$ cat config.mk
export PLATFORM = sky130hd
export DESIGN_NAME = pwm_core
export DESIGN_NICKNAME = d
export VERILOG_FILES = /design/src/rtl/pwm_pkg.sv /design/src/rtl/pwm_deadtime.sv /design/src/rtl/pwm_core.sv
export SDC_FILE = /design/constraint.sdc
export NUM_CORES = 1
export LEC_CHECK = 0
export ABC_CLOCK_PERIOD_IN_PS = 1500
export CAP_MARGIN = 20
export CELL_PAD_IN_SITES_DETAIL_PLACEMENT = 0
export CELL_PAD_IN_SITES_GLOBAL_PLACEMENT = 1
export CORE_UTILIZATION = 40
export CTS_BUF_LIST = sky130_fd_sc_hd__clkbuf_8
export CTS_CLUSTER_DIAMETER = 100
export DETAILED_ROUTE_END_ITERATION = 10
export HOLD_SLACK_MARGIN = 0.15
export PLACE_DENSITY = 0.82
export SLEW_MARGIN = 20
export SYNTH_ARGS = -nofsm -noshare
export SYNTH_HDL_FRONTEND = slang
export SYNTH_SLANG_ARGS = --single-unit
$ cat constraint.sdc
create_clock -name clk -period 1.5 [get_ports clk]
set_input_delay 0.3 -clock clk [delete_from_list [all_inputs] [get_ports clk]]
set_output_delay 0.3 -clock clk [all_outputs]
set_load 0.05 [all_outputs]
$ cat src/rtl/pwm_pkg.sv
// Shared types and helpers for the PWM core: run-state encoding, counter
// ceiling and dead-time counter sizing.
package pwm_pkg;

    typedef enum logic [1:0] {
        IDLE = 2'd0,
        RUN  = 2'd1,
        STOP = 2'd2
    } state_t;

    // Largest step-counter value for a given resolution (2^res - 1).
    function automatic int unsigned cnt_max(input int unsigned res);
        return (32'd1 << res) - 32'd1;
    endfunction

    // Width needed to hold a dead-time count of dt (at least one bit).
    function automatic int unsigned dt_width(input int unsigned dt);
        return (dt < 2) ? 1 : $clog2(dt + 1);
    endfunction

endpackage

$ cat src/rtl/pwm_deadtime.sv
// Dead-time inserter for complementary PWM outputs; compiled only when
// PWM_COMPLEMENT_EN is defined.
`ifdef PWM_COMPLEMENT_EN
module pwm_deadtime
    import pwm_pkg::*;
#(
    parameter int DEADTIME = 4
) (
    input  logic clk,
    input  logic reset,
    input  logic raw,
    input  logic en,
    output logic hi,
    output logic lo
);

    localparam int DT_W = dt_width(DEADTIME);

    logic [DT_W-1:0] dt_reg;
    logic            raw_prev_reg;

    // Every raw edge blanks both sides for DEADTIME clocks; an edge arriving
    // while blanked reloads the count.
    always_ff @(posedge clk or posedge reset) begin
        if (reset) begin
            dt_reg       <= '0;
            raw_prev_reg <= 1'b0;
            hi           <= 1'b0;
            lo           <= 1'b0;
        end else if (!en) begin
            dt_reg       <= '0;
            raw_prev_reg <= raw;
            hi           <= 1'b0;
            lo           <= 1'b0;
        end else if (raw != raw_prev_reg) begin
            raw_prev_reg <= raw;
            dt_reg       <= DT_W'(DEADTIME - 1);
            hi           <= 1'b0;
            lo           <= 1'b0;
        end else if (dt_reg != '0) begin
            dt_reg <= dt_reg - 1'b1;
            hi     <= 1'b0;
            lo     <= 1'b0;
        end else begin
            hi <= raw;
            lo <= !raw;
        end
    end

endmodule
`endif

$ cat src/rtl/pwm_core.sv
// PWM core: tick-driven step counter, compare against a double-buffered duty.
// Define PWM_COMPLEMENT_EN to add a complementary output with dead time.
module pwm_core
    import pwm_pkg::*;
#(
    parameter int RESOLUTION = 8,
    parameter int DEADTIME   = 4
) (
    input  logic                  clk,
    input  logic                  reset,
    input  logic                  tick,
    input  logic                  enable,
    input  logic [RESOLUTION-1:0] duty_in,
    input  logic                  duty_valid,
    output logic                  duty_ready,
    output logic                  pwm_out,
    output logic                  pwm_n,
    output logic                  period_end
);

    localparam logic [RESOLUTION-1:0] CNT_MAX = RESOLUTION'(cnt_max(RESOLUTION));

    state_t                  state_reg, state_next;
    logic [RESOLUTION-1:0]   cnt_reg;
    logic [RESOLUTION-1:0]   active_reg;
    logic [RESOLUTION-1:0]   shadow_reg;
    logic                    pending_reg;
    logic                    raw_reg;
    logic                    period_end_reg;

    logic running;
    logic wrap;
    logic transfer;

    assign running    = (state_reg != IDLE);
    assign wrap       = tick && running && (cnt_reg == CNT_MAX);
    assign transfer   = duty_valid && !pending_reg;
    assign duty_ready = !pending_reg;
    assign period_end = period_end_reg;

    always_ff @(posedge clk or posedge reset) begin
        if (reset) state_reg <= IDLE;
        else       state_reg <= state_next;
    end

    // STOP finishes the current period; re-enabling resumes without restart.
    always_comb begin
        state_next = state_reg;
        case (state_reg)
            IDLE:    if (enable) state_next = RUN;
            RUN:     if (!enable) state_next = STOP;
            STOP: begin
                if (enable)    state_next = RUN;
                else if (wrap) state_next = IDLE;
            end
            default: state_next = IDLE;
        endcase
    end

    always_ff @(posedge clk or posedge reset) begin
        if (reset) begin
            cnt_reg        <= '0;
            active_reg     <= '0;
            shadow_reg     <= '0;
            pending_reg    <= 1'b0;
            raw_reg        <= 1'b0;
            period_end_reg <= 1'b0;
        end else begin
            if (!running)  cnt_reg <= '0;
            else if (tick) cnt_reg <= cnt_reg + 1'b1;

            period_end_reg <= wrap;
            raw_reg        <= running && (cnt_reg < active_reg);

            // A write accepted on the wrap cycle lands in shadow and waits a full period.
            if (wrap && pending_reg) begin
                active_reg  <= shadow_reg;
                pending_reg <= 1'b0;
            end
            if (transfer) begin
                if (!running) begin
                    active_reg <= duty_in;
                end else begin
                    shadow_reg  <= duty_in;
                    pending_reg <= 1'b1;
                end
            end
        end
    end

`ifdef PWM_COMPLEMENT_EN
    pwm_deadtime #(
        .DEADTIME (DEADTIME)
    ) u_deadtime (
        .clk   (clk),
        .reset (reset),
        .raw   (raw_reg),
        .en    (running),
        .hi    (pwm_out),
        .lo    (pwm_n)
    );
`else
    localparam int unused_deadtime = DEADTIME;
    assign pwm_out = raw_reg;
    assign pwm_n   = 1'b0;
`endif

endmodule

# Word level (Yosys, flattened, before mapping)
# Cells that the tools add are included.
dict set report classes {
  n_addsub 1
  multipliers 0
  div 0
  n_lt_le_gt_ge 1
  eq_ne 7
  shift 0
  mux 13
  bitwise 0
  reduce_logical 10
}
# operator count
set ops {}
lappend ops {{two-way mux 8 bit} 5}
lappend ops {{adder 8 x 1 -> 8 bit, second input constant} 1}
lappend ops {{== test 8 bit, second input constant} 1}
lappend ops {{less-than comparator 8 bit} 1}
lappend ops {{two-way mux 2 bit} 4}
lappend ops {{!= test 2 bit, second input constant} 3}
lappend ops {{one-hot mux 2 bit (3 select lines)} 1}
lappend ops {{logical AND 1 bit} 5}
lappend ops {{two-way mux 1 bit} 3}
lappend ops {{!= test 3 bit, second input constant} 1}
lappend ops {{AND reduction 3 bit} 1}
lappend ops {{== test 2 x 1 -> 1 bit, second input constant} 1}
lappend ops {{== test 2 bit, second input constant} 1}
lappend ops {{logical NOT 2 bit} 1}
lappend ops {{AND reduction 2 bit} 1}
lappend ops {{nonzero test 2 bit} 1}
lappend ops {{logical NOT 1 bit} 1}
dict set report word_totals {
  reg_bits 29
  latch_bits 0
  mem_bits_rw 0
  romBits 0
  input_bits 13
  word_cells 39
  memories 0
}

# Logic depth before layout (Yosys ltp)
# Gate-level depths: netlist (run 1).
dict set report depth {
  depth_word 7
  depth_mapped 7
}

# Worst setup path before layout (run 1)
# OpenSTA, ideal clock, no wires.
dict set report synth_path {
  kind {register to register}
  from {reg cnt_reg[0]}
  to {reg active_reg[6]}
  arrival_ns 1.504
  slack_ns -0.086
  path_stages_with_launch 8
  n_path_buf 1
  path_cell_list {dfrtp_1 > ha_1 > nand3_1 > or4b_4 > buf_6 > clkinv_8 > nand2_4 > a31oi_1}
}
dict set report synth_via {
  elab_chain_len 6
}
# element line_no
set synth_rtl {}
lappend synth_rtl {{start, declared} pwm_core.sv:24} ;# logic [RESOLUTION-1:0] cnt_reg;
lappend synth_rtl {{start signal, assigned} pwm_core.sv:70} ;# else if (tick) cnt_reg <= cnt_reg + 1'b1;
lappend synth_rtl {{== test 8 bit (*)} pwm_core.sv:36} ;# assign wrap = tick && running && (cnt_reg == CNT_MAX);
lappend synth_rtl {{logical AND 1 bit (*)} pwm_core.sv:36}
lappend synth_rtl {{named net wrap} pwm_core.sv:32} ;# logic wrap;
lappend synth_rtl {{logical AND 1 bit (*)} pwm_core.sv:76} ;# if (wrap && pending_reg) begin
lappend synth_rtl {{two-way mux 8 bit (*)} pwm_core.sv:76}
lappend synth_rtl {{two-way mux 8 bit} pwm_core.sv:81} ;# if (!running) begin
lappend synth_rtl {{two-way mux 8 bit (*)} pwm_core.sv:80} ;# if (transfer) begin
lappend synth_rtl {{end signal, assigned} pwm_core.sv:77} ;# active_reg <= shadow_reg;
lappend synth_rtl {{end signal, assigned} pwm_core.sv:82} ;# active_reg <= duty_in;
lappend synth_rtl {{end, declared} pwm_core.sv:25} ;# logic [RESOLUTION-1:0] active_reg;
# Mark *: on every way through the listed nets, which the timed path passes. The rest lies on a longest branch.
# A chain may end at the register's enable or synchronous reset.

# Worst setup path after layout (run 1)
dict set report layout_path {
  from {reg cnt_reg[1]}
  to {reg active_reg[3]}
}
dict set report layout_via {
  elab_chain_len 6
}
# element line_no
set layout_rtl {}
lappend layout_rtl {{== test 8 bit (*)} pwm_core.sv:36}
lappend layout_rtl {{logical AND 1 bit (*)} pwm_core.sv:36}
lappend layout_rtl {{logical AND 1 bit (*)} pwm_core.sv:76}
lappend layout_rtl {{two-way mux 8 bit (*)} pwm_core.sv:76}
lappend layout_rtl {{two-way mux 8 bit} pwm_core.sv:81}
lappend layout_rtl {{two-way mux 8 bit (*)} pwm_core.sv:80}
# Every way passes the cells marked *; elsewhere a longest branch is shown, timed or not.

==> results of run 1 <==
==> layout make-up <==
cell class | instances | area (um^2)
timing repair buffer | 42 | 386.6
inverter | 11 | 57.56
fill | 275 | 1348
sequential | 29 | 726.9
clock inverter | 3 | 46.29
tap | 46 | 57.56
clock buffer | 5 | 68.82
multi-input combinational | 98 | 698.2
==> power by group through the flow <==
stage | clock [mW] | sequential, mW | combinational [mW]
after CTS | 0.838 | 0.849 | 0.254
after detailed placement | 0 | 0.864 | 0.248
after floorplan | 0 | 0.877 | 0.110
final | 0.820 | 0.851 | 0.262
after global routing | 0.868 | 0.854 | 0.290
after global placement | 0 | 0.862 | 0.238
==> stage by stage <==
step                TNS, ns  utilization  total power [mW]
floorplan           -0.5239            -            0.9869
global placement     -4.281       0.5312             1.100
detailed placement   -5.261       0.5312             1.112
CTS                 -0.9130       0.5729             1.941
global route         -1.705       0.6024             2.011
finish               -1.124       0.6024             1.934
==> worst paths after layout <==
| kind | from | end | slack [ns] | cells past startpoint |
|---|---|---|---|---|
| setup / recovery | cnt_reg[1]$_DFFE_PP0P_ | active_reg[3]$_DFF_PP0_ | -0.13 | 5 |
| max in group asynchronous | reset | pending_reg$_DFF_PP0_ | 0.83 | 3 |
| hold reg to reg | shadow_reg[1]$_DFFE_PP0P_ | shadow_reg[1]$_DFFE_PP0P_ | 0.52 | 1 |
| hold / removal | reset | shadow_reg[5]$_DFFE_PP0P_ | 0.37 | 3 |
| min in group clk | shadow_reg[1]$_DFFE_PP0P_ | shadow_reg[1]$_DFFE_PP0P_ | 0.52 | 1 |
| setup reg to reg | cnt_reg[1]$_DFFE_PP0P_ | active_reg[3]$_DFF_PP0_ | -0.13 | 5 |
==> cells by family after synthesis <==
| family | synth area share |
|---|---|
| DFF | 0.5026 |
| muxes | 0.06933 |
| xor gates and xnor gates | 0.03639 |
| buffers and inverters | 0.05547 |
| AOI/OAI and AO/OA | 0.08839 |
| adders and majority gates | 0.06933 |
| other | 0.002597 |
| and+or+nand+nor | 0.1759 |
==> placed cells by master (no fill, tap or decap), types with 3 or more instances in the layout <==
| master | Yosys | routed |
|---|---|---|
| nand2b_1 | 3 | 3 |
| xor2_1 | 5 | 5 |
| a31oi_1 | 8 | 7 |
| dfrtp_1 | 29 | 28 |
| mux2_2 | 8 | 8 |
| buf_12 | 0 | 3 |
| nand4_1 | 3 | 3 |
| nor3_1 | 9 | 8 |
| clkbuf_8 | 0 | 5 |
| nor2_1 | 9 | 8 |
| clkdlybuf4s50_1 | 0 | 12 |
| inv_1 | 10 | 9 |
| a21oi_1 | 4 | 3 |
| ha_1 | 8 | 7 |
| buf_4 | 1 | 26 |
| nand2_1 | 20 | 19 |
==> layer usage <==
| layer | vias to the layer above | share of wire | global-route usage |
|---|---|---|---|
| met5 | - | 0 | 0 |
| met3 | 11 | 0.045 | 0.07039 |
| li1 | 579 | - | - |
| met4 | 0 | 0.029 | 0.09524 |
| met1 | 590 | 0.43 | 0.2084 |
| met2 | 29 | 0.50 | 0.3343 |
==> critical path, cell delays in order (launching register included) <==
cell and delay [ns]:
dfrtp_1 0.36, ha_2 0.20, nand3_2 0.11, or4b_4 0.58
nor3_1 0.20, a31oi_1 0.06
==> what timing repair did <==
| action | in CTS | in global routing |
|---|---|---|
| pin swaps | 0 | 5 |
| cloned | 1 | 0 |
| gates resized for setup | 2 | 13 |
| setup buffers | 1 | 7 |
| setup endpoints to repair | 11 | 14 |
==> summary.md, run 1 <==
| Metric | Value |
|---|---|
| WL/cell | 13.74 um |
| Port bufs | 15 |
| CTS Sinks | 29 |
| Period utilization | 1.087 |
| Critical Path Start Type | flop |
| Area of the die | 3854 um^2 |
| Hold slack final | 0.3678 ns |
| Final net count | 208 |
| Leak | 0.9468 nW |
| Die Ht | 62.08 um |
| Routed vias | 1209 |
| Synthesized area per cell | 10.24 um^2 |
| Synth top cells by count | dfrtp_1 (29), nand2_1 (20), inv_1 (10) |
| Design area | 2042 um^2 |
| Period minus WS final | 1.631 ns |
| Ant. Diodes | 0 |
| Reg power frac | 0.440 |
| Outcome | finished, violations left |
| Routed Antenna Nets | 0 |
| Number of synthesized flops with an enable pin | 0 |
| WL final | 3215 um |
| Power Internal | 1.458 mW |
| Proportion of layout cells with a drive suffix above 1 | 0.3245 |
| Max_cap viols | 0 |
| RSZ-0062 raised after global routing | true |
| First-pass DRT Iterations | 4 |
| H-tree levels | 2 |
| Setup-failing EPs final | 11 |
| Worst skew pair latency | 0.29 ns |
| Cell Area, Synth | 1444 um^2 |
| Net Sw Frac | 0.2459 |
| CTS tree | yes |
| Worst EP arrival | 1.80 ns |
| DP Worst Slack | -0.3775 ns |
| Violated checks | negative setup slack |
| Synth Register Bits | 29 |
| Starting Density | 0.4260 |
| GRT overflow | 0 |
| CP Class | reg -> reg |
| Crit. End Element | flop |
| HPWL after DPL | 2202 um |
| Seq/Total Area, Yosys | 0.5026 |
| Final WS setup | -0.1309 ns |
| I/O Pins | 17 |
| Switching pwr | 0.4755 mW |
| Top-area cell type share of the netlist area | 0.5026 |
| GP Congestion | 0.7409 |
| Clock buffer depth | 2 |
| Slew Viols, Final | 0 |
| Yosys cell types | 30 |
| Worst path required time | 1.67 ns |
| Initial DRC Count | 32 |
| Most common cell in the synthesized netlist | dfrtp_1 |
| P&R area growth vs syn | 41.42% |
| Syn nets | 162 |
| Cell count after synthesis | 141 |
| Post-synth top area cell | dfrtp_1 |
| Die width | 62.08 um |
| Inst Count DP | 217 |
| Clk slew on worst S/H paths | 0.07 ns |
| Ys async rst share | 1.000 |
| Synth warnings | 0 |
| Hold Violations, Final | 0 |
| Initial antenna violation count | 0 |
| Max VDD drop | 1.151 mV |
| Combinational fraction of design power | 0.136 |
| Vias in the first global route | 1152 |
| Clk root buf | clkbuf_8 |
| Largest net degree at the start of global routing | 30 |
| DRC Markers | 0 |
| Primary FF master, synth | dfrtp_1 |
| Max Clock Freq | 0.6132 GHz |
| First-pass GRT wire length | 5119 um |
| Core area | 3390 um^2 |
| PD cells | 946.9 nW/um^2 |
| Number of core rows | 21 |
| Num CTS Buffers | 5 |
| CP Max Fanout | 5 |
| Post-DP Area | 1800 um^2 |
| GRT Util Overall | 0.1935 |
| Clock power frac | 0.424 |
| Hold Buf Count CTS | 0 |
| Max Clock Skew | 0.002651 ns |
| Non-filler instance count after layout | 234 |
| Dominant cells by area after synthesis | dfrtp_1 (50%), ha_1 (6.9%), mux2_2 (6.2%) |
| Number of vias per cell | 5.167 |
| Min-delay worst type | in -> async |
No activity file was read; power rests on OpenSTA's default activity.
==> run 2, diff against run 1 <==
- ABC_CLOCK_PERIOD_IN_PS: 1500 -> 1750
- CORE_UTILIZATION: 40 -> 45
- PLACE_DENSITY: 0.82 -> 0.86
- clock period: 1.5 -> 1.75 ns (I/O delays scaled with it)
==> run 2 against run 1 <==
The flow now finishes without violations; register-to-register slack better by 0.23 ns; cell count is 7.7% lower; routed wire length is 12% lower; flip-flop and latch count stayed put; critical path type unchanged; highest routed layer unchanged.
==> summary.md, run 2 (synthesis results as in run 1) <==
| Metric | Value |
|---|---|
| Area of the die | 3439 um^2 (was 3854 um^2) |
| Max Clock Freq | 0.6063 GHz (was 0.6132 GHz) |
| Hold slack final | 0.4386 ns (was 0.3678 ns) |
| CP Class | reg -> reg (unchanged) |
| CP Max Fanout | 10 (was 5) |
| GRT overflow | 0 (unchanged) |
| Max_cap viols | 0 (unchanged) |
| WL/cell | 13.04 um (was 13.74 um) |
| Worst skew pair latency | 0.28 ns (was 0.29 ns) |
| Starting Density | 0.4730 (was 0.4260) |
| Worst path required time | 1.96 ns (was 1.67 ns) |
| Routed Antenna Nets | 0 (unchanged) |
| GRT Util Overall | 0.1939 (was 0.1935) |
| CTS Sinks | 29 (unchanged) |
| Number of core rows | 20 (was 21) |
| Period minus WS final | 1.649 ns (was 1.631 ns) |
| Worst EP arrival | 1.86 ns (was 1.80 ns) |
| P&R area growth vs syn | 25.30% (was 41.42%) |
| First-pass GRT wire length | 4802 um (was 5119 um) |
| Crit. End Element | flop (unchanged) |
| Leak | 0.8591 nW (was 0.9468 nW) |
| Num CTS Buffers | 5 (unchanged) |
| Min-delay worst type | in -> async (unchanged) |
| Most frequent cells in the layout | dfrtp_1 (29), nand2_1 (20), buf_4 (14), clkdlybuf4s50_1 (12), inv_1 (11) (was dfrtp_1 (28), buf_4 (26), nand2_1 (19), clkdlybuf4s50_1 (12), inv_1 (9)) |
| Slew Viols, Final | 0 (unchanged) |
| Largest net degree at the start of global routing | 30 (unchanged) |
| Port bufs | 15 (unchanged) |
| PD cells | 792.7 nW/um^2 (was 946.9 nW/um^2) |
| Outcome | completed (was finished, violations left) |
| CTS tree | yes (unchanged) |
| Number of vias per cell | 5.037 (was 5.167) |
| GP Congestion | 0.7763 (was 0.7409) |
| Inst Count DP | 208 (was 217) |
| Core area | 3053 um^2 (was 3390 um^2) |
| Non-filler instance count after layout | 216 (was 234) |
| Setup_tns | 0 ns (was -1.124 ns) |
| WL final | 2816 um (was 3215 um) |
| H-tree levels | 2 (unchanged) |
| Routed vias | 1088 (was 1209) |
| Die width | 58.65 um (was 62.08 um) |
| DRC Markers | 0 (unchanged) |
| Final net count | 192 (was 208) |
| RSZ-0062 raised after global routing | true (unchanged) |
| I/O Pins | 17 (unchanged) |
| Die Ht | 58.65 um (was 62.08 um) |
| First-pass DRT Iterations | 4 (unchanged) |
| Max VDD drop | 0.4516 mV (was 1.151 mV) |
| Clk slew on worst S/H paths | 0.06 ns (was 0.07 ns) |
| Ant. Diodes | 0 (unchanged) |
| Clk root buf | clkbuf_8 (unchanged) |
| Max Clock Skew | 0.005037 ns (was 0.002651 ns) |
| Proportion of layout cells with a drive suffix above 1 | 0.1977 (was 0.3245) |
| Commonest non-fill, non-tap cell in the layout | dfrtp_1 (unchanged) |
| Hold Buf Count CTS | 0 (unchanged) |
| Initial DRC Count | 48 (was 32) |
| Initial antenna violation count | 0 (unchanged) |
| Clock buffer depth | 2 (unchanged) |
| Vias in the first global route | 1102 (was 1152) |
| Hold Violations, Final | 0 (unchanged) |
| Post-layout util | 0.5926 (was 0.6024) |
| Critical Path Start Type | flop (unchanged) |
| Period utilization | 0.9425 (was 1.087) |
| Setup-failing EPs final | 0 (was 11) |
| HPWL after DPL | 2159 um (was 2202 um) |
## run 2: changes by cell type in the layout (fill, tap and decap cells not counted), moves of 2 or more
| cell | before | now |
|---|---|---|
| clkinv_2 | 0 | 2 |
| o21ai_0 | 2 | 4 |
| clkinvlp_4 | 2 | 0 |
| buf_12 | 3 | 1 |
| inv_1 | 9 | 11 |
| o21ai_1 | 2 | 0 |
| buf_4 | 26 | 14 |
## run 2: layer usage
metal,global-route usage,share of wire
met5,0,0
met1,0.2230,0.45
met2,0.3284,0.50
met3,0.06593,0.041
met4,0.08503,0.013
## run 2: cell type report
| class | count | area, um^2 |
|---|---|---|
| fill | 294 | 1244 |
| sequential | 29 | 725.7 |
| multi-input combinational | 97 | 646.9 |
| timing repair buffer | 27 | 245.2 |
| clock buffer | 5 | 68.82 |
| tap | 44 | 55.05 |
| inverter | 11 | 53.80 |
| clock inverter | 3 | 13.76 |
## run 2: final timing paths
check | depth (start not counted) | start | slack (ns) | endpoint
worst max-delay path | 5 | cnt_reg[4]$_DFFE_PP0P_ | 0.10 | active_reg[6]$_DFF_PP0_
worst min-delay path | 3 | reset | 0.44 | cnt_reg[2]$_DFFE_PP0P_
worst max register to register | 5 | cnt_reg[4]$_DFFE_PP0P_ | 0.10 | active_reg[6]$_DFF_PP0_
worst min register to register | 1 | shadow_reg[2]$_DFFE_PP0P_ | 0.51 | shadow_reg[2]$_DFFE_PP0P_
max in group asynchronous | 3 | reset | 1.04 | shadow_reg[2]$_DFFE_PP0P_
min in group clk | 1 | shadow_reg[2]$_DFFE_PP0P_ | 0.51 | shadow_reg[2]$_DFFE_PP0P_
## run 2: worst max-delay path, stage by stage, from the launching register on
cell	delay, ns
dfrtp_1	0.42
nand4_1	0.17
or4b_4	0.66
clkinv_8	0.10
nand2_8	0.06
a31oi_1	0.16
## run 2: where the power goes
part	switching [mW]	internal (mW)
clock network	0.250	0.269
registers	0.0204	0.707
logic	0.0957	0.0927
total	0.366	1.07
## run 2: timing repair
| item | 4_1_cts | 5_1_grt |
|---|---|---|
| resized for setup | 0 | 1 |
| setup buffers | 0 | 0 |
| endpoints found under the setup margin | 0 | 2 |
## run 2: through the flow
stage / total power [mW] / setup slack, ns / cell area, um^2
3_3_place_gp: 0.9224 / -0.1475 / 1718
2_1_floorplan: 0.8450 / 0.1642 / 1444
3_5_place_dp: 0.9311 / -0.1754 / 1718
4_1_cts: 1.453 / 0.09317 / 1800
5_1_grt: 1.509 / -0.006998 / 1809
6_report: 1.434 / 0.1007 / 1809
==> run 3, diff against run 2 <==
- ABC_AREA: not set -> 1
- CORE_UTILIZATION: 45 -> 44
- PLACE_DENSITY: 0.86 -> 0.87
==> run 3 against run 2 <==
Fmax rose by 10%; cell area is 4.4% higher; routed wire length rose by 9.2%; synthesized cell count increased by 34%; sequential share of layout area down 1.7 points; highest routed layer unchanged.
==> summary.md, run 3 <==
| Metric | Value |
|---|---|
| Outcome | completed (unchanged) |
| Routed Antenna Nets | 0 (unchanged) |
| Design area | 1888 um^2 (was 1809 um^2) |
| Port bufs | 15 (unchanged) |
| RSZ-0062 raised after global routing | false (was true) |
| Commonest non-fill, non-tap cell in the layout | nand2_1 (was dfrtp_1) |
| GP Congestion | 0.7593 (was 0.7763) |
| Setup_tns | 0 ns (unchanged) |
| DRC Markers | 0 (unchanged) |
| GRT Util Overall | 0.1904 (was 0.1939) |
| Hold slack final | 0.4429 ns (was 0.4386 ns) |
| Clk root buf | clkbuf_8 (unchanged) |
| Number of core rows | 21 (was 20) |
| Area of the die | 3900 um^2 (was 3439 um^2) |
| Worst EP arrival | 1.15 ns (was 1.86 ns) |
| Initial antenna violation count | 0 (unchanged) |
| First-pass GRT wire length | 5740 um (was 4802 um) |
| First-pass DRT Iterations | 4 (unchanged) |
| Post-CTS Setup Bufs | 0 (unchanged) |
| Dominant cells by area after synthesis | dfrtp_1 (45%), nand2_1 (10%), ha_1 (6.2%) (was dfrtp_1 (50%), ha_1 (6.9%), mux2_2 (6.2%)) |
| Num CTS Buffers | 5 (unchanged) |
| Multi-input logic area | 742.0 um^2 (was 646.9 um^2) |
| Syn nets | 210 (was 162) |
| FILL cells | 347 (was 294) |
| Routed vias | 1294 (was 1088) |
| Max Clock Freq | 0.6684 GHz (was 0.6063 GHz) |
| Number of synthesized flops with an enable pin | 0 (unchanged) |
| Cell count after synthesis | 189 (was 141) |
| Leak | 0.9595 nW (was 0.8591 nW) |
| CTS tree | yes (unchanged) |
| Post-layout util | 0.5527 (was 0.5926) |
| Min-delay worst type | in -> async (unchanged) |
| Period utilization | 0.8549 (was 0.9425) |
| Non-filler instance count after layout | 255 (was 216) |
| Hold Buf Count CTS | 0 (unchanged) |
| Crit. End Element | output port (was flop) |
| Synthesized area per cell | 8.507 um^2 (was 10.24 um^2) |
| I/O Pins | 17 (unchanged) |
| Max_cap viols | 0 (unchanged) |
| Worst reg2reg startpoint | cnt_reg[0]$_DFFE_PP0P_ (was cnt_reg[4]$_DFFE_PP0P_) |
| Number of vias per cell | 5.075 (was 5.037) |
| GRT overflow | 0 (unchanged) |
| CP Max Fanout | 10 (unchanged) |
| Slew Viols, Final | 0 (unchanged) |
| H-tree levels | 2 (unchanged) |
| Ant. Diodes | 0 (unchanged) |
| Largest net degree at the start of global routing | 30 (unchanged) |
| Worst skew pair latency | 0.28 ns (about the same) |
| Seq/Total Area, Yosys | 0.4514 (was 0.5026) |
| HPWL after DPL | 2369 um (was 2159 um) |
| Most frequent cells in the layout | nand2_1 (43), dfrtp_1 (29), inv_1 (23), nor2_1 (17), nand3_1 (16) (was dfrtp_1 (29), nand2_1 (20), buf_4 (14), clkdlybuf4s50_1 (12), inv_1 (11)) |
| Critical path launch point | pending_reg$_DFF_PP0_ (was cnt_reg[4]$_DFFE_PP0P_) |
| CTS Sinks | 29 (unchanged) |
| Period minus WS final | 1.496 ns (was 1.649 ns) |
| Clock buffer depth | 2 (unchanged) |
| Setup-failing EPs final | 0 (unchanged) |
| Max VDD drop | 0.4879 mV (was 0.4516 mV) |
| Die Ht | 62.45 um (was 58.65 um) |
| Inst Count DP | 248 (was 208) |
| Yosys cell types | 26 (was 30) |
| Critical Path Start Type | flop (unchanged) |
| Ys async rst share | 1.000 (unchanged) |
| WL final | 3076 um (was 2816 um) |
| Synth warnings | 0 (unchanged) |
| Post-DP Area | 1802 um^2 (was 1718 um^2) |
| Clk slew on worst S/H paths | 0.06 ns (about the same) |
| Cell Area, Synth | 1608 um^2 (was 1444 um^2) |
| Initial DRC Count | 69 (was 48) |
| Post-synth top area cell | dfrtp_1 (unchanged) |
| WL/cell | 12.06 um (was 13.04 um) |
| Top-area cell type share of the netlist area | 0.4514 (was 0.5026) |
| Starting Density | 0.4707 (was 0.4730) |
| Synth top cells by count | nand2_1 (43), dfrtp_1 (29), inv_1 (22) (was dfrtp_1 (29), nand2_1 (20), inv_1 (10)) |
| Final net count | 230 (was 192) |
| PD cells | 721.4 nW/um^2 (was 792.7 nW/um^2) |
| Most common cell in the synthesized netlist | nand2_1 (was dfrtp_1) |
| Register area | 725.7 um^2 (unchanged) |
| Max Clock Skew | 0.004740 ns (was 0.005037 ns) |
| Synth Register Bits | 29 (unchanged) |
| Proportion of layout cells with a drive suffix above 1 | 0.1675 (was 0.1977) |
| CP Class | reg -> out (was reg -> reg) |
| Primary FF master, synth | dfrtp_1 (unchanged) |
| Core area | 3416 um^2 (was 3053 um^2) |
| Post-CTS sizing | 0 (unchanged) |
| Vias in the first global route | 1288 (was 1102) |
| P&R area growth vs syn | 17.43% (was 25.30%) |
| Die width | 62.45 um (was 58.65 um) |
| Worst path required time | 1.40 ns (was 1.96 ns) |
| Hold Violations, Final | 0 (unchanged) |
-- run 3: area by class of cell --
cell class / count / share of cell area
clock buffer: 6 / 0.04374
clock inverter: 1 / 0.001988
inverter: 29 / 0.06030
multi-input combinational: 128 / 0.3930
sequential: 29 / 0.3844
tap: 46 / 0.03048
timing repair buffer: 16 / 0.08615
-- run 3: logic make-up (layout without fill, tap and decap cells) --
logic type / Yosys count / after routing / synth area share
DFF: 29 / 29 / 0.4514
and+or+nand+nor: 96 / 96 / 0.3027
buffers and inverters: 32 / 52 / 0.08716
other: 1 / 1 / 0.002332
AOI/OAI and AO/OA: 23 / 23 / 0.09416
adders and majority gates: 8 / 8 / 0.06226
-- run 3: through the flow --
stage | power, mW | setup slack (ns)
floorplan | 0.7804 | 0.3474
global placement | 0.8286 | 0.1187
detailed placement | 0.8333 | 0.09114
CTS | 1.388 | 0.2485
global route | 1.439 | 0.1296
finish | 1.362 | 0.2540
-- run 3: metal layers --
metal	up-vias	share of wire	global-route usage
met1	620	0.44	0.2385
met3	4	0.040	0.05657
met4	0	0.0078	0.07558
met2	23	0.52	0.3071
li1	647	-	-
met5	-	0	0
-- run 3: power breakdown --
group,internal (mW),total (mW),switching (mW)
Clock,0.305,0.541,0.236
Sequential,0.686,0.705,0.0193
Combinational,0.0464,0.116,0.0696
Total,1.04,1.36,0.325
-- run 3: final timing paths --
kind                                        endpoint  slack, ns  cells after the start
setup reg to reg             active_reg[0]$_DFF_PP0_       0.32                      7
setup / recovery                          duty_ready       0.25                      2
hold / removal             shadow_reg[0]$_DFFE_PP0P_       0.44                      3
max in group asynchronous  shadow_reg[4]$_DFFE_PP0P_       1.02                      3
min in group clk           shadow_reg[2]$_DFFE_PP0P_       0.52                      2
hold reg to reg            shadow_reg[2]$_DFFE_PP0P_       0.52                      2
-- run 3: critical path, stage by stage, from the launching register on --
cell,delay (ns)
dfrtp_1,0.56
inv_2,0.14
buf_12,0.17
==> edit 1: new RTL, settings of run 3 <==
Register the output `pwm_out` once more, cleared by the reset; this adds one clock of latency there. The other outputs are not delayed to match.
--- a/src/rtl/pwm_core.sv
+++ b/src/rtl/pwm_core.sv
@@ -101,7 +101,13 @@
     );
 `else
     localparam int unused_deadtime = DEADTIME;
-    assign pwm_out = raw_reg;
+    always_ff @(posedge clk or posedge reset) begin
+        if (reset) begin
+            pwm_out <= '0;
+        end else begin
+            pwm_out <= raw_reg;
+        end
+    end
     assign pwm_n   = 1'b0;
 `endif
 
Function: changed (a bounded check fails within 4 cycles, from zero or initial values and one cycle with reset high).
==> edit 1 against run 3 <==
Synthesized area increased by 1.6%. Clock skew increased by 2.2 ps. Cell count grew 1.2%. Total power rose by 3.3%. Sequential cell count is 1 higher. Sequential power rose by 3.7%. First-iteration DRC count grew 13%. Final area increased by 2.0%. Utilization is 0.67 points higher. Global-route usage fell by 1.3 points. Wire length down 3.1%. Setup slack lost 30 ps. Critical path depth stayed put. Die area is 1.5% higher. Critical endpoint unchanged.
==> edit 1: results (changes against run 3) <==
Outcome
  • Status: complete, no violations

Place
  • GPL Wtd Cong: 0.746 (-1.8%)
  • Post-DP HPWL: 2.32 mm (-2.1%)
  • Post-DP Area: 1830 um2 (+1.8%)
  • Post-Place Worst Slack: 80.7 ps (-10.5 ps)

Global route
  • Gr usage total: 0.177 (-0.0133)
  • Number of global-route vias before repair: 1272 (-1.2%)
  • Pin count of the biggest net entering global routing: 31 (+3.3%)
  • Grt met1 use: 0.212 (-0.0268)
  • First-pass GRT wire length: 5.45 mm (-5.0%)

Cells and area
  • NumNets Final: 232 (+0.87%)
  • Post-route non-filler standard cell count: 258 (+1.2%)

Detailed routing
  • Drt via density: 4.93 (-2.9%)
  • Wire length on met2: 1.51 mm (-4.8%)
  • Wire length on met3: 100 um (-19%)
  • Iter 0 DRT Violations: 78 (+13%)
  • WL per Instance: 11.6 um (-4.2%)
  • M1 WL: 1.32 mm (-1.7%)

Worst setup path
  • Slowest stage delay, CP: 580 ps (+20 ps)
  • Worst R2R Setup Slack: 300 ps (-20 ps)

STA
  • Max Clock Skew: 6.99 ps (+2.25 ps)
  • Crit share post-route: 0.872 (+0.0172)

Synthesis
  • Syn_nets: 211 (+0.48%)
  • Post-synth top cells: nand2_1 (43), dfrtp_1 (30), inv_1 (22), nor2_1 (17), nand3_1 (16)
  • Adder-cell share of the synthesized area: 0.0613 (-0.000954)
  • Largest cells by area after synthesis: dfrtp_1 (46%), nand2_1 (9.9%), ha_1 (6.1%), inv_1 (5.1%), nand3_1 (4.9%)
==> edit 1: changes by cell type in the layout (fill, tap and decap cells not counted) <==
cell      before  now
dfrtp_1       29   30
clkinv_2       0    1
buf_4          3    4
==> edit 1: worst max-delay path by stage <==
stage	to	cells past startpoint
4_1_cts	duty_ready	2
3_5_place_dp	active_reg[5]$_DFF_PP0_	7
6_report	duty_ready	2
2_1_floorplan	active_reg[0]$_DFF_PP0_	7
5_1_grt	active_reg[4]$_DFF_PP0_	7
3_3_place_gp	active_reg[5]$_DFF_PP0_	7
==> edit 1: power by group <==
group | switching (mW) | internal [mW] | leakage, nW
clock network | 0.251 | 0.311 | 0.0524
logic | 0.0685 | 0.0463 | 0.608
registers | 0.0199 | 0.711 | 0.320
==> edit 1: area by class of cell <==
type                            count  share of cell area
Sequential cell                    30               0.390
Multi-Input combinational cell    128               0.385
Timing Repair Buffer               17              0.0884
Inverter                           29              0.0591
Clock buffer                        6              0.0429
Tap cell                           46              0.0299
Clock inverter                      2             0.00455
==> edit 2: new RTL, config.mk and constraints of run 3 <==
Without the edit above. Add a define of `PWM_COMPLEMENT_EN`.
--- a/src/rtl/pwm_deadtime.sv
+++ b/src/rtl/pwm_deadtime.sv
@@ -1,5 +1,7 @@
 // Dead-time inserter for complementary PWM outputs; compiled only when
 // PWM_COMPLEMENT_EN is defined.
+`define PWM_COMPLEMENT_EN
+
 `ifdef PWM_COMPLEMENT_EN
 module pwm_deadtime
     import pwm_pkg::*;
Behaviour: not the same (Yosys sat finds a counterexample within 4 cycles, from zero or initial values and one cycle with reset high).
==> edit 2 against run 3 <==
Synthesized cell count up 17%. Global-route usage down 0.18 points. Cell count up 15%. Sequential cell count up 6. Critical path type is now register to register. Synthesized area up 15%. Final area up 16%. Critical endpoint is now active_reg[0]$_DFF_PP0_. Wire length up 15%. Setup slack better by 18 ps.
Power is not compared: it rests on default switching activity, and its combinational part moved more than twofold at a synthesized area within 25%.
==> edit 2: results (changes against run 3) <==
STA
  • Max Clock Skew: 7.49 ps (+2.75 ps)

Global route
  • First-pass GRT wire length: 6.15 mm (+7.2%)
  • Grt met1 use: 0.249 (+0.0107)
  • Gr usage total: 0.189 (-0.00176)
  • Grt met3 use: 0.0514 (-0.00520)
  • Pin count of the biggest net entering global routing: 36 (+20%)

Cells and area
  • NumNets Final: 266 (+16%)
  • Layout cell share with drive strength beyond 1: 0.143 (-0.0240)
  • Bufs w/o clock: 19 (+3)
  • Seq. cell area: 876 um2 (+21%)
  • # fillers: 395 (+14%)
  • Multi-In Gates: 146 (+14%)
  • Final-layout non-clock buffer area share: 0.0843 (-0.00187)
  • Multi-input combinational cell area: 821 um2 (+11%)
  • Signal inverters: 36 (+24%)
  • Clk tree area frac: 0.0535 (+0.00781)

Synthesis
  • Synth unique cells: 29 (+12%)
  • Post-synthesis compound-gate area fraction: 0.0831 (-0.0111)
  • Register area share after synthesis: 0.473 (+0.0216)
  • Adder-cell share of the synthesized area: 0.0676 (+0.00531)
  • Mapped Cells: 221 (+17%)
  • Largest cells by area after synthesis: dfrtp_1 (47%), nand2_1 (8.9%), ha_1 (6.8%), inv_1 (6.1%), a21oi_1 (5.1%)
  • Syn_nets: 244 (+16%)
  • Xor/xnor share of the synthesized area: 0.00946 (+0.00946)

Detailed routing
  • M1 WL: 1.71 mm (+28%)
  • Iter 0 DRT Violations: 64 (-7.2%)
  • Wirelength, routed: 3.54 mm (+15%)
  • Drt via density: 4.89 (-3.5%)
  • WL per Instance: 12.1 um (about the same)

Place
  • GPL Wtd Cong: 0.787 (+3.7%)
  • DP Cell Count: 286 (+15%)
  • PortBufs: 16 (+1)
  • Post-DP HPWL: 2.58 mm (+9.0%)

Floorplan
  • Die X: 66.9 um (+7.1%)

Clock tree
  • Clock sinks: 35 (+21%)

Pwr
  • Clock-net power: 0.769 mW

Outcome
  • Status: complete, no violations

Worst setup path
  • Slowest stage delay, CP: 400 ps (-160 ps)
  • Crit Path Max Fanout: 6 (-4)
[edit 2: worst paths after layout]
path / endpoint / start / cells after the start / slack (ps)
setup reg to reg: active_reg[0]$_DFF_PP0_ / cnt_reg[1]$_DFFE_PP0P_ / 7 / 270
hold / removal: shadow_reg[0]$_DFFE_PP0P_ / reset / 3 / 450
setup / recovery: active_reg[0]$_DFF_PP0_ / cnt_reg[1]$_DFFE_PP0P_ / 7 / 270
min in group clk: u_deadtime.raw_prev_reg$_DFFE_PP0P_ / raw_reg$_DFF_PP0_ / 0 / 490
hold reg to reg: u_deadtime.raw_prev_reg$_DFFE_PP0P_ / raw_reg$_DFF_PP0_ / 0 / 490
max in group asynchronous: cnt_reg[0]$_DFFE_PP0P_ / reset / 3 / 980
[edit 2: metrics by stage]
step                hold WS [ps]  area (um2)  setup slack (ps)
floorplan                    467        1850               505
global placement             469        2080               117
detailed placement           472        2080              65.9
CTS                          477        2200               269
global route                 504        2200               103
finish                       453        2200               272
